<file path="src/rtl/muldiv_unit_pkg.sv">
// muldiv_unit_pkg: op encodings and FSM states shared by the multiply/divide unit.
// MUL_ITER_EN adds the iterative-multiply states.
package muldiv_unit_pkg;

    localparam logic [2:0] MD_NONE  = 3'd0;
    localparam logic [2:0] MD_MULT  = 3'd1;
    localparam logic [2:0] MD_MULTU = 3'd2;
    localparam logic [2:0] MD_DIV   = 3'd3;
    localparam logic [2:0] MD_DIVU  = 3'd4;
    localparam logic [2:0] MD_MTHI  = 3'd5;
    localparam logic [2:0] MD_MTLO  = 3'd6;

    typedef enum logic [2:0] {
        IDLE,
        DIV_BUSY,
`ifdef MUL_ITER_EN
        DIV_DONE,
        MUL_BUSY,
        MUL_DONE
`else
        DIV_DONE
`endif
    } state_t;

endpackage

</file>
<file path="src/rtl/muldiv_unit_div_core.sv">
// muldiv_unit_div_core: restoring-divide datapath, one quotient bit per step.
// With MUL_ITER_EN the same registers also run a right-shifting shift-add multiply.
module muldiv_unit_div_core
    import muldiv_unit_pkg::*;
#(
    parameter int WIDTH = 32,
    parameter int STEPS = WIDTH
) (
    input  logic             clk,
    input  logic             rst,
    input  logic             start,
    input  logic             zero,
`ifdef MUL_ITER_EN
    input  logic             mul,
`endif
    input  logic             step,
    input  logic             abort,
    input  logic [WIDTH-1:0] a,
    input  logic [WIDTH-1:0] b,
    output logic [WIDTH-1:0] rem,
    output logic [WIDTH-1:0] quot,
    output logic             done
);
    localparam int CW = $clog2(STEPS + 1);

    logic [CW-1:0]    cnt;
    logic [WIDTH-1:0] dvs, rem_nx, quot_nx;
    logic [WIDTH:0]   sh, diff;

    assign sh   = {rem, quot[WIDTH-1]};
    assign diff = sh - {1'b0, dvs};

`ifdef MUL_ITER_EN
    logic           mode;
    logic [WIDTH:0] sum;
    // Multiply keeps the accumulator in rem and shifts product bits down into quot.
    assign sum     = {1'b0, rem} + (quot[0] ? {1'b0, dvs} : '0);
    assign rem_nx  = mode ? sum[WIDTH:1] : diff[WIDTH] ? sh[WIDTH-1:0] : diff[WIDTH-1:0];
    assign quot_nx = mode ? {sum[0], quot[WIDTH-1:1]} : {quot[WIDTH-2:0], ~diff[WIDTH]};
`else
    assign rem_nx  = diff[WIDTH] ? sh[WIDTH-1:0] : diff[WIDTH-1:0];
    assign quot_nx = {quot[WIDTH-2:0], ~diff[WIDTH]};
`endif

    assign done = step & (cnt == CW'(STEPS - 1));

    // A zero divisor preloads the architectural result so no iteration is needed.
    always_ff @(posedge clk) begin
        if (rst || abort) begin
            cnt  <= '0;
            rem  <= '0;
            quot <= '0;
            dvs  <= '0;
`ifdef MUL_ITER_EN
            mode <= 1'b0;
`endif
        end else if (start) begin
            cnt  <= '0;
            rem  <= zero ? a : '0;
            quot <= zero ? '1 : a;
            dvs  <= b;
`ifdef MUL_ITER_EN
            mode <= mul;
`endif
        end else if (step) begin
            cnt  <= cnt + 1'b1;
            rem  <= rem_nx;
            quot <= quot_nx;
        end
    end

endmodule

</file>
<file path="src/rtl/muldiv_unit.sv">
// muldiv_unit: EX-stage multiply/divide unit producing HI/LO writes and a divide stall.
// Define MUL_ITER_EN to replace the single-cycle multiplier with a 32-step iterative one.
module muldiv_unit
    import muldiv_unit_pkg::*;
#(
    parameter int WIDTH     = 32,
    parameter int DIV_STEPS = WIDTH
) (
    input  logic             clk,
    input  logic             rst,
    input  logic             ex_valid,
    input  logic             flush,
    input  logic [2:0]       op,
    input  logic [WIDTH-1:0] src_a,
    input  logic [WIDTH-1:0] src_b,
    output logic             hi_we,
    output logic             lo_we,
    output logic [WIDTH-1:0] hi_out,
    output logic [WIDTH-1:0] lo_out,
    output logic             stallreq,
    output logic             busy
);
    state_t             state;
    logic               start, is_div, is_mul, sgn, dz, iter_go, step, done;
    logic               neg_q, neg_r, fin, mfin, mnow, mul_wr, mthi, mtlo;
    logic [WIDTH-1:0]   a_in, b_in, rem, quot;
    logic [2*WIDTH-1:0] mres;

    assign start  = ex_valid & ~flush & (state == IDLE);
    assign is_div = (op == MD_DIV) || (op == MD_DIVU);
    assign is_mul = (op == MD_MULT) || (op == MD_MULTU);
    assign sgn    = (op == MD_DIV) || (op == MD_MULT);
    assign dz     = is_div & (src_b == '0);
    assign mthi   = start & (op == MD_MTHI);
    assign mtlo   = start & (op == MD_MTLO);
    // Signed ops iterate on magnitudes; divide-by-zero keeps the raw dividend for HI.
    assign a_in   = (sgn && !dz && src_a[WIDTH-1]) ? -src_a : src_a;
    assign b_in   = (sgn && src_b[WIDTH-1]) ? -src_b : src_b;
    assign fin    = ex_valid & ~flush & (state == DIV_DONE);

`ifdef MUL_ITER_EN
    assign iter_go = start & (is_div | is_mul);
    assign step    = (state == DIV_BUSY) || (state == MUL_BUSY);
    assign mfin    = ex_valid & ~flush & (state == MUL_DONE);
    assign mnow    = 1'b0;
    assign mres    = neg_q ? -{rem, quot} : {rem, quot};
`else
    assign iter_go = start & is_div;
    assign step    = state == DIV_BUSY;
    assign mfin    = 1'b0;
    assign mnow    = start & is_mul;
    assign mres    = {{WIDTH{sgn & src_a[WIDTH-1]}}, src_a} * {{WIDTH{sgn & src_b[WIDTH-1]}}, src_b};
`endif

    assign mul_wr   = mfin | mnow;
    assign hi_we    = fin | mul_wr | mthi;
    assign lo_we    = fin | mul_wr | mtlo;
    assign hi_out   = fin ? (neg_r ? -rem : rem) : mul_wr ? mres[2*WIDTH-1:WIDTH] : mthi ? src_a : '0;
    assign lo_out   = fin ? (neg_q ? -quot : quot) : mul_wr ? mres[WIDTH-1:0] : mtlo ? src_a : '0;
    assign stallreq = ~flush & (iter_go | step);
    assign busy     = state != IDLE;

    muldiv_unit_div_core #(.WIDTH(WIDTH), .STEPS(DIV_STEPS)) u_core (
        .clk  (clk),
        .rst  (rst),
        .start(iter_go),
        .zero (dz),
`ifdef MUL_ITER_EN
        .mul  (is_mul),
`endif
        .step (step),
        .abort(flush),
        .a    (a_in),
        .b    (b_in),
        .rem  (rem),
        .quot (quot),
        .done (done)
    );

    always_ff @(posedge clk) begin
        if (rst) begin
            state <= IDLE;
            neg_q <= 1'b0;
            neg_r <= 1'b0;
        end else if (flush) begin
            state <= IDLE;
        end else begin
            case (state)
                IDLE: if (iter_go) begin
`ifdef MUL_ITER_EN
                    state <= is_mul ? MUL_BUSY : dz ? DIV_DONE : DIV_BUSY;
`else
                    state <= dz ? DIV_DONE : DIV_BUSY;
`endif
                    neg_q <= sgn & ~dz & (src_a[WIDTH-1] ^ src_b[WIDTH-1]);
                    neg_r <= sgn & is_div & ~dz & src_a[WIDTH-1];
                end
                DIV_BUSY: if (done) state <= DIV_DONE;
`ifdef MUL_ITER_EN
                MUL_BUSY: if (done) state <= MUL_DONE;
`endif
                default: state <= IDLE;
            endcase
        end
    end

endmodule

</file>
<file path="config.mk">
export PLATFORM = sky130hd
export DESIGN_NAME = muldiv_unit
export DESIGN_NICKNAME = d
export VERILOG_FILES = /design/src/rtl/muldiv_unit_pkg.sv /design/src/rtl/muldiv_unit_div_core.sv /design/src/rtl/muldiv_unit.sv
export SDC_FILE = /design/constraint.sdc
export NUM_CORES = 2
export LEC_CHECK = 0
export ABC_AREA = 1
export BUFFER_PORTS_ARGS = -buffer_cell sky130_fd_sc_hd__buf_2
export CAP_MARGIN = 20
export CORE_MARGIN = 2
export CORE_UTILIZATION = 50
export DETAILED_ROUTE_END_ITERATION = 16
export PLACE_DENSITY = 0.66
export REMOVE_ABC_BUFFERS = 1
export SLEW_MARGIN = 15
export SYNTH_ARGS = -nofsm -noshare
export SYNTH_HDL_FRONTEND = slang
export SYNTH_HIERARCHICAL = 1
export SYNTH_SLANG_ARGS = --single-unit
</file>
<file path="constraint.sdc">
create_clock -name clk -period 11.3 [get_ports clk]
set_input_delay 1.13 -clock clk [delete_from_list [all_inputs] [get_ports clk]]
set_output_delay 1.13 -clock clk [all_outputs]
set_load 0.005 [all_outputs]
</file>
# Word-level counts from Yosys, hierarchy flattened
# Index checks and enable logic that the tools add are counted.
# Widths: inputs -> output; s select.
[totals]
register_bits = 107
inputBits = 71
word_cells = 87
[op_classes]
n_addsub = 6
multipliers = 1
n_eq_ne = 11
n_mux = 21
bitwise = 25
reduce_logical = 16
[ops]
columns = ["op", "n"]
rows = [
  ["$mux 32", 17],
  ["$neg 32->32", 4],
  ["$mul 33x33->64", 1],
  ["$sub 33x32->33", 1],
  ["$logic_not 32->1", 1],
  ["$and 1x1->1", 17],
  ["$eq 3x2->1 const B", 3],
  ["$eq 3x3->1 const B", 3],
  ["$add 6x1->6 const B", 1],
  ["$eq 3x1->1 const B", 2],
  ["$eq 6x5->1 const B", 1],
  ["$mux 3", 2],
  ["$pmux 3 s2", 1],
  ["$logic_or 1x1->1", 4],
  ["$or 1x1->1", 4],
  ["$reduce_or 2->1", 2],
  ["$logic_and 1x1->1", 3],
  ["$logic_not 3->1", 1],
  ["$not 1->1", 3],
  ["$reduce_and 3->1", 1],
  ["$reduce_bool 3->1", 1],
  ["$mux 2", 1],
  ["$ne 2x1->1 const B", 1],
  ["$ne 2x2->1 const B", 1],
  ["4 further kinds", 4],
]

# Depth between registers and ports, before layout
[logic_depth]
depth_word = 9
mapped_depth = 34

# By module
# The synthesis kept the hierarchy.
[by_module_without_submodules]
columns = ["mod", "n_inst", "cells_each", "area_per_inst_um2", "seq_area_each_um2"]
rows = [
  ["muldiv_unit", 1, 5986, 44506.4, 80.1],
  ["muldiv_unit_div_core", 1, 1194, 7260.7, 2042.0],
]

# Worst setup path before layout
# Ideal clock, no wire load.
[synth_timing]
path_kind = "input -> output"
from = "input port src_a[31]"
to = "output port hi_out[19]"
t_arrival_ns = 8.035
required_time_ns = 10.170
setup_slack_ns = 2.135
cell_stages = 30
path_buffers = 2
path_cell_list = "clkbuf_1 clkbuf_1 nand2_1 nor2_1 fa_1 inv_1 fa_1 inv_1 fa_1 fa_1 inv_1 fa_1 inv_1 fa_1 inv_1 fa_1 fa_1 inv_1 ha_1 nand2_1 nor2_1 inv_1 nor2_1 nand2_1 nor3_1 nand2_1 nand3_1 nand2_1 nand3_1 o211ai_1"
[synth_between]
elab_chain_len = 4
[synth_lines]
columns = ["item", "line_no", "source"]
rows = [
  ["start: declaration", "muldiv_unit.sv:14", "input logic [WIDTH-1:0] src_a,"],
  ["$and 1x1->1", "muldiv_unit.sv:52", "assign mres = {{WIDTH{sgn & src_a[WIDTH-1]}}, src_a} * {{WIDTH{sgn & src_b[WIDTH-1]}}, src_b};"],
  ["$mul 33x33->64 *", "muldiv_unit.sv:52", ""],
  ["$mux 32 * (2 in a row)", "muldiv_unit.sv:58", "assign hi_out = fin ? (neg_r ? -rem : rem) : mul_wr ? mres[2*WIDTH-1:WIDTH] : mthi ? src_a : '0;"],
  ["end: declaration", "muldiv_unit.sv:18", "output logic [WIDTH-1:0] hi_out,"],
]
# Mark *: on every way between the ends. The rest lies on a longest branch, timed or not.

# Worst setup path after layout
[layout_timing]
from = "input port op[0]"
to = "output port hi_out[15]"
[layout_between]
elab_chain_len = 6
word_cells_on_any_way = 14
cone_classes = "1 x mul; 4 x eq/ne; 3 x mux; 4 x bitwise; 2 x reduce/logical"
[layout_lines]
columns = ["item", "line_no", "source"]
rows = [
  ["start: declaration", "muldiv_unit.sv:13", "input logic [2:0] op,"],
  ["$eq 3x2->1 / $eq 3x1->1 (equally long branches)", "muldiv_unit.sv:32, muldiv_unit.sv:31", ""],
  ["$logic_or 1x1->1", "muldiv_unit.sv:32", "assign sgn = (op == MD_DIV) || (op == MD_MULT);"],
  ["$and 1x1->1", "muldiv_unit.sv:52", ""],
  ["$mul 33x33->64", "muldiv_unit.sv:52", ""],
  ["$mux 32 * (2 in a row)", "muldiv_unit.sv:58", ""],
]
# Marked as above.

==> results_dict.tcl <==
set metrics [dict create \
    cts_max_level 3 \
    dieHeight_um 326 \
    drc 0 \
    nNetsFinal 8533 \
    r2r_end "u_core/rem[28]$_SDFFE_PP0P_" \
    grt_max_degree 110 \
    worst_skew_pair.late_latency_ns 0.37 \
    io_pins 139 \
    nFillCells 10400 \
    required_ns 10.17 \
    hold_buffers 0 \
    crit_arrival_ns 9.50 \
    cpMaxStageDelayCell "fa_1" \
    drtIter0Drc 4308 \
    synth-simple-area-share_pct 21.3 \
    synth_top_family_by_area "adder cells" \
    cts_setup_buffers 0 \
    die_area_um2 106000 \
    fin_util_pct 52.3 \
    crit_end "hi_out[15]" \
    startpoint "op[0]" \
    slew_headroom_pct 24.1 \
    skew_ns 0.0186 \
    syn_inst 7180 \
    maxCapViolations 0 \
    yosysWarnings 6 \
    hpwlAfterDp_um 150000 \
    avgSynthCellArea_um2 7.21 \
    cts_resized 0 \
    viasPerCell 5.34 \
    antenna_found_initial 4 \
    synthMuxAreaShare_pct 0.0193 \
    synth_cell_types 61 \
    ys_seq_area_share_pct 4.10 \
    numPortBuffers 138 \
    die_x_um 326 \
    row_count 118 \
    synth_adder_area_share_pct 49.6 \
    grt_pass1_wl_um 277000 \
    core_area_um2 103000 \
    vias 45200 \
    slew_violations 0 \
    clock_sinks 106 \
    wl_per_cell_um 21.0 \
    overflow 0 \
    setup_ws_ns 0.675 \
    synth-seq-cells 106 \
    synth.cell_area_um2 51800 \
    worst_slew_pin_slew_ns 1.14 \
    async_reset_ff_share_pct 0 \
    crit_fanout 10 \
    numCtsBuffers 9 \
    fmax_mhz 94.1 \
    crit_path_max_incr_delay_ns 0.69 \
    antenna_left 0 \
    synth-main-ff-cell "dfxtp_1" \
    synth_compound_gate_area_share_pct 6.15 \
    routed_wl_um 178000 \
    tns_ns 0 \
    gp_congestion 1.01 \
    critPathKind "input port to primary output" \
    first_global_vias 46500 \
    rsz0062_at_grt "no" \
    reg2reg_from "state[1]$_SDFFE_PP0P_" \
    final_hold_viol_count 0 \
    rrSetupSlack_ns 7.73 \
    drtPass1Iterations 5 \
    dp_slack_ns 0.890 \
    timing.final.crit_share_pct 94.0 \
    synth-edff-count 0 \
    syn2layout_area_growth_pct 4.04 \
    tritoncts "done" \
    cts.clk_slew.worst_paths_ns 0.09 \
    synth-xor-area-share_pct 1.91 \
    critPathLaunchType "input port" \
    status "complete, no violations" \
    endpoint_kind "primary output" \
    r2r.worst_path.cells 12 \
    finalSetupViolCount 0 \
    min_period_ns 10.63 \
    drive_above_1_share_pct 4.71 \
    cts_buffer_depth 2 \
    initial_core_util_pct 50.2 \
    place_area_um2 53500 \
    final_area_um2 53900 \
    min_path_type "flip-flop to flip-flop" \
    grt.total_usage_pct 34.3 \
    root_buffer "clkbuf_16" \
]
==> critical path, delay by kind of cell <==
family          cells  cell delay, ns
compound gates      2            0.26
simple gates        9            1.46
buf+inv            11            1.79
fa+ha+maj           9            4.82
==> registers in the layout (all words and copies together) (netlist names) <==
| signal | flops |
|---|---|
| neg_q | 1 |
| neg_r | 1 |
| state | 2 |
| u_core/cnt | 6 |
| u_core/dvs | 32 |
| u_core/quot | 32 |
| u_core/rem | 32 |
==> final cells by class <==
type	count	area (um2)	area share, %
clock inverters	5	85.1	0.158
diodes	2	5.00	0.00929
inverters	1958	7350	13.7
well taps	1380	1730	3.21
multi-input cells	4777	40900	75.9
flip-flops and latches	106	2120	3.94
repair buffers	234	1440	2.68
clock buffers	11	243	0.451
==> cells in the final DEF, fill, tap and decap left out, types with 84 or more instances in the layout <==
cell and count:
buf_2 138, nor2_1 344, buf_4 93, o21ai_0 242
xor2_1 84, nand2_1 1971, inv_1 1944, a21oi_1 224
fa_1 1126, nand3_1 215, dfxtp_1 106, ha_1 250
==> through the flow <==
| stage | hold WS (ns) | instances |
|---|---|---|
| floorplan | 0.435 | 6841 |
| global placement | 0.451 | 8454 |
| detailed placement | 0.453 | 8454 |
| CTS | 0.465 | 8470 |
| global route | 0.489 | 8471 |
| finish | 0.462 | 8473 |
==> how the worst min path moves through the flow <==
| stage | start | to | slack [ns] | depth (start not counted) |
|---|---|---|---|---|
| 6_report | u_core/dvs[31]$_SDFFE_PP0P_ | u_core/dvs[31]$_SDFFE_PP0P_ | 0.46 | 2 |
| 4_1_cts | u_core/dvs[31]$_SDFFE_PP0P_ | u_core/dvs[31]$_SDFFE_PP0P_ | 0.47 | 2 |
| 3_3_place_gp | u_core/dvs[31]$_SDFFE_PP0P_ | u_core/dvs[31]$_SDFFE_PP0P_ | 0.45 | 2 |
| 2_1_floorplan | u_core/dvs[31]$_SDFFE_PP0P_ | u_core/dvs[31]$_SDFFE_PP0P_ | 0.44 | 2 |
| 3_5_place_dp | u_core/dvs[31]$_SDFFE_PP0P_ | u_core/dvs[31]$_SDFFE_PP0P_ | 0.45 | 2 |
| 5_1_grt | u_core/dvs[7]$_SDFFE_PP0P_ | u_core/dvs[7]$_SDFFE_PP0P_ | 0.49 | 2 |
==> logic make-up (layout without fill, tap and decap cells) <==
group	count (synthesis)	count (layout)
other	0	2
and+or+nand+nor	2711	2711
DFF	106	106
muxes	1	1
AOI/OAI and AO/OA	577	577
adders and majority gates	1376	1376
buffers and inverters	2297	2208
xor gates and xnor gates	112	112
==> per-layer routing <==
layer | track usage, % | routed length [um]
met3 | 3.64 | 13300
met2 | 55.9 | 81900
met1 | 47.7 | 74900
met4 | 11.7 | 7420
met5 | 0 | 13
==> synth_stat cells, types with 11 or more instances <==
cell,instances,area share (%)
o211ai_1,23,0.33
nand2_2,18,0.22
nand3_1,215,2.1
fa_1,1126,44
buf_1,73,0.53
ha_1,250,6.0
nand4_1,47,0.57
nand2_1,1971,14
a221oi_1,27,0.46
nor2_2,14,0.17
buf_2,43,0.42
o21bai_1,14,0.20
clkbuf_1,208,1.5
nor2_1,346,2.5
nor3_1,35,0.34
inv_1,1944,14
xnor2_1,27,0.46
nand3b_1,11,0.16
xor2_1,84,1.4
dfxtp_1,106,4.1
a21oi_1,225,2.2
o21ai_0,242,2.3
Power is left out: the tool's default activity adds up to more than one toggle a clock period on the data nets, which glitch-free logic cannot reach.
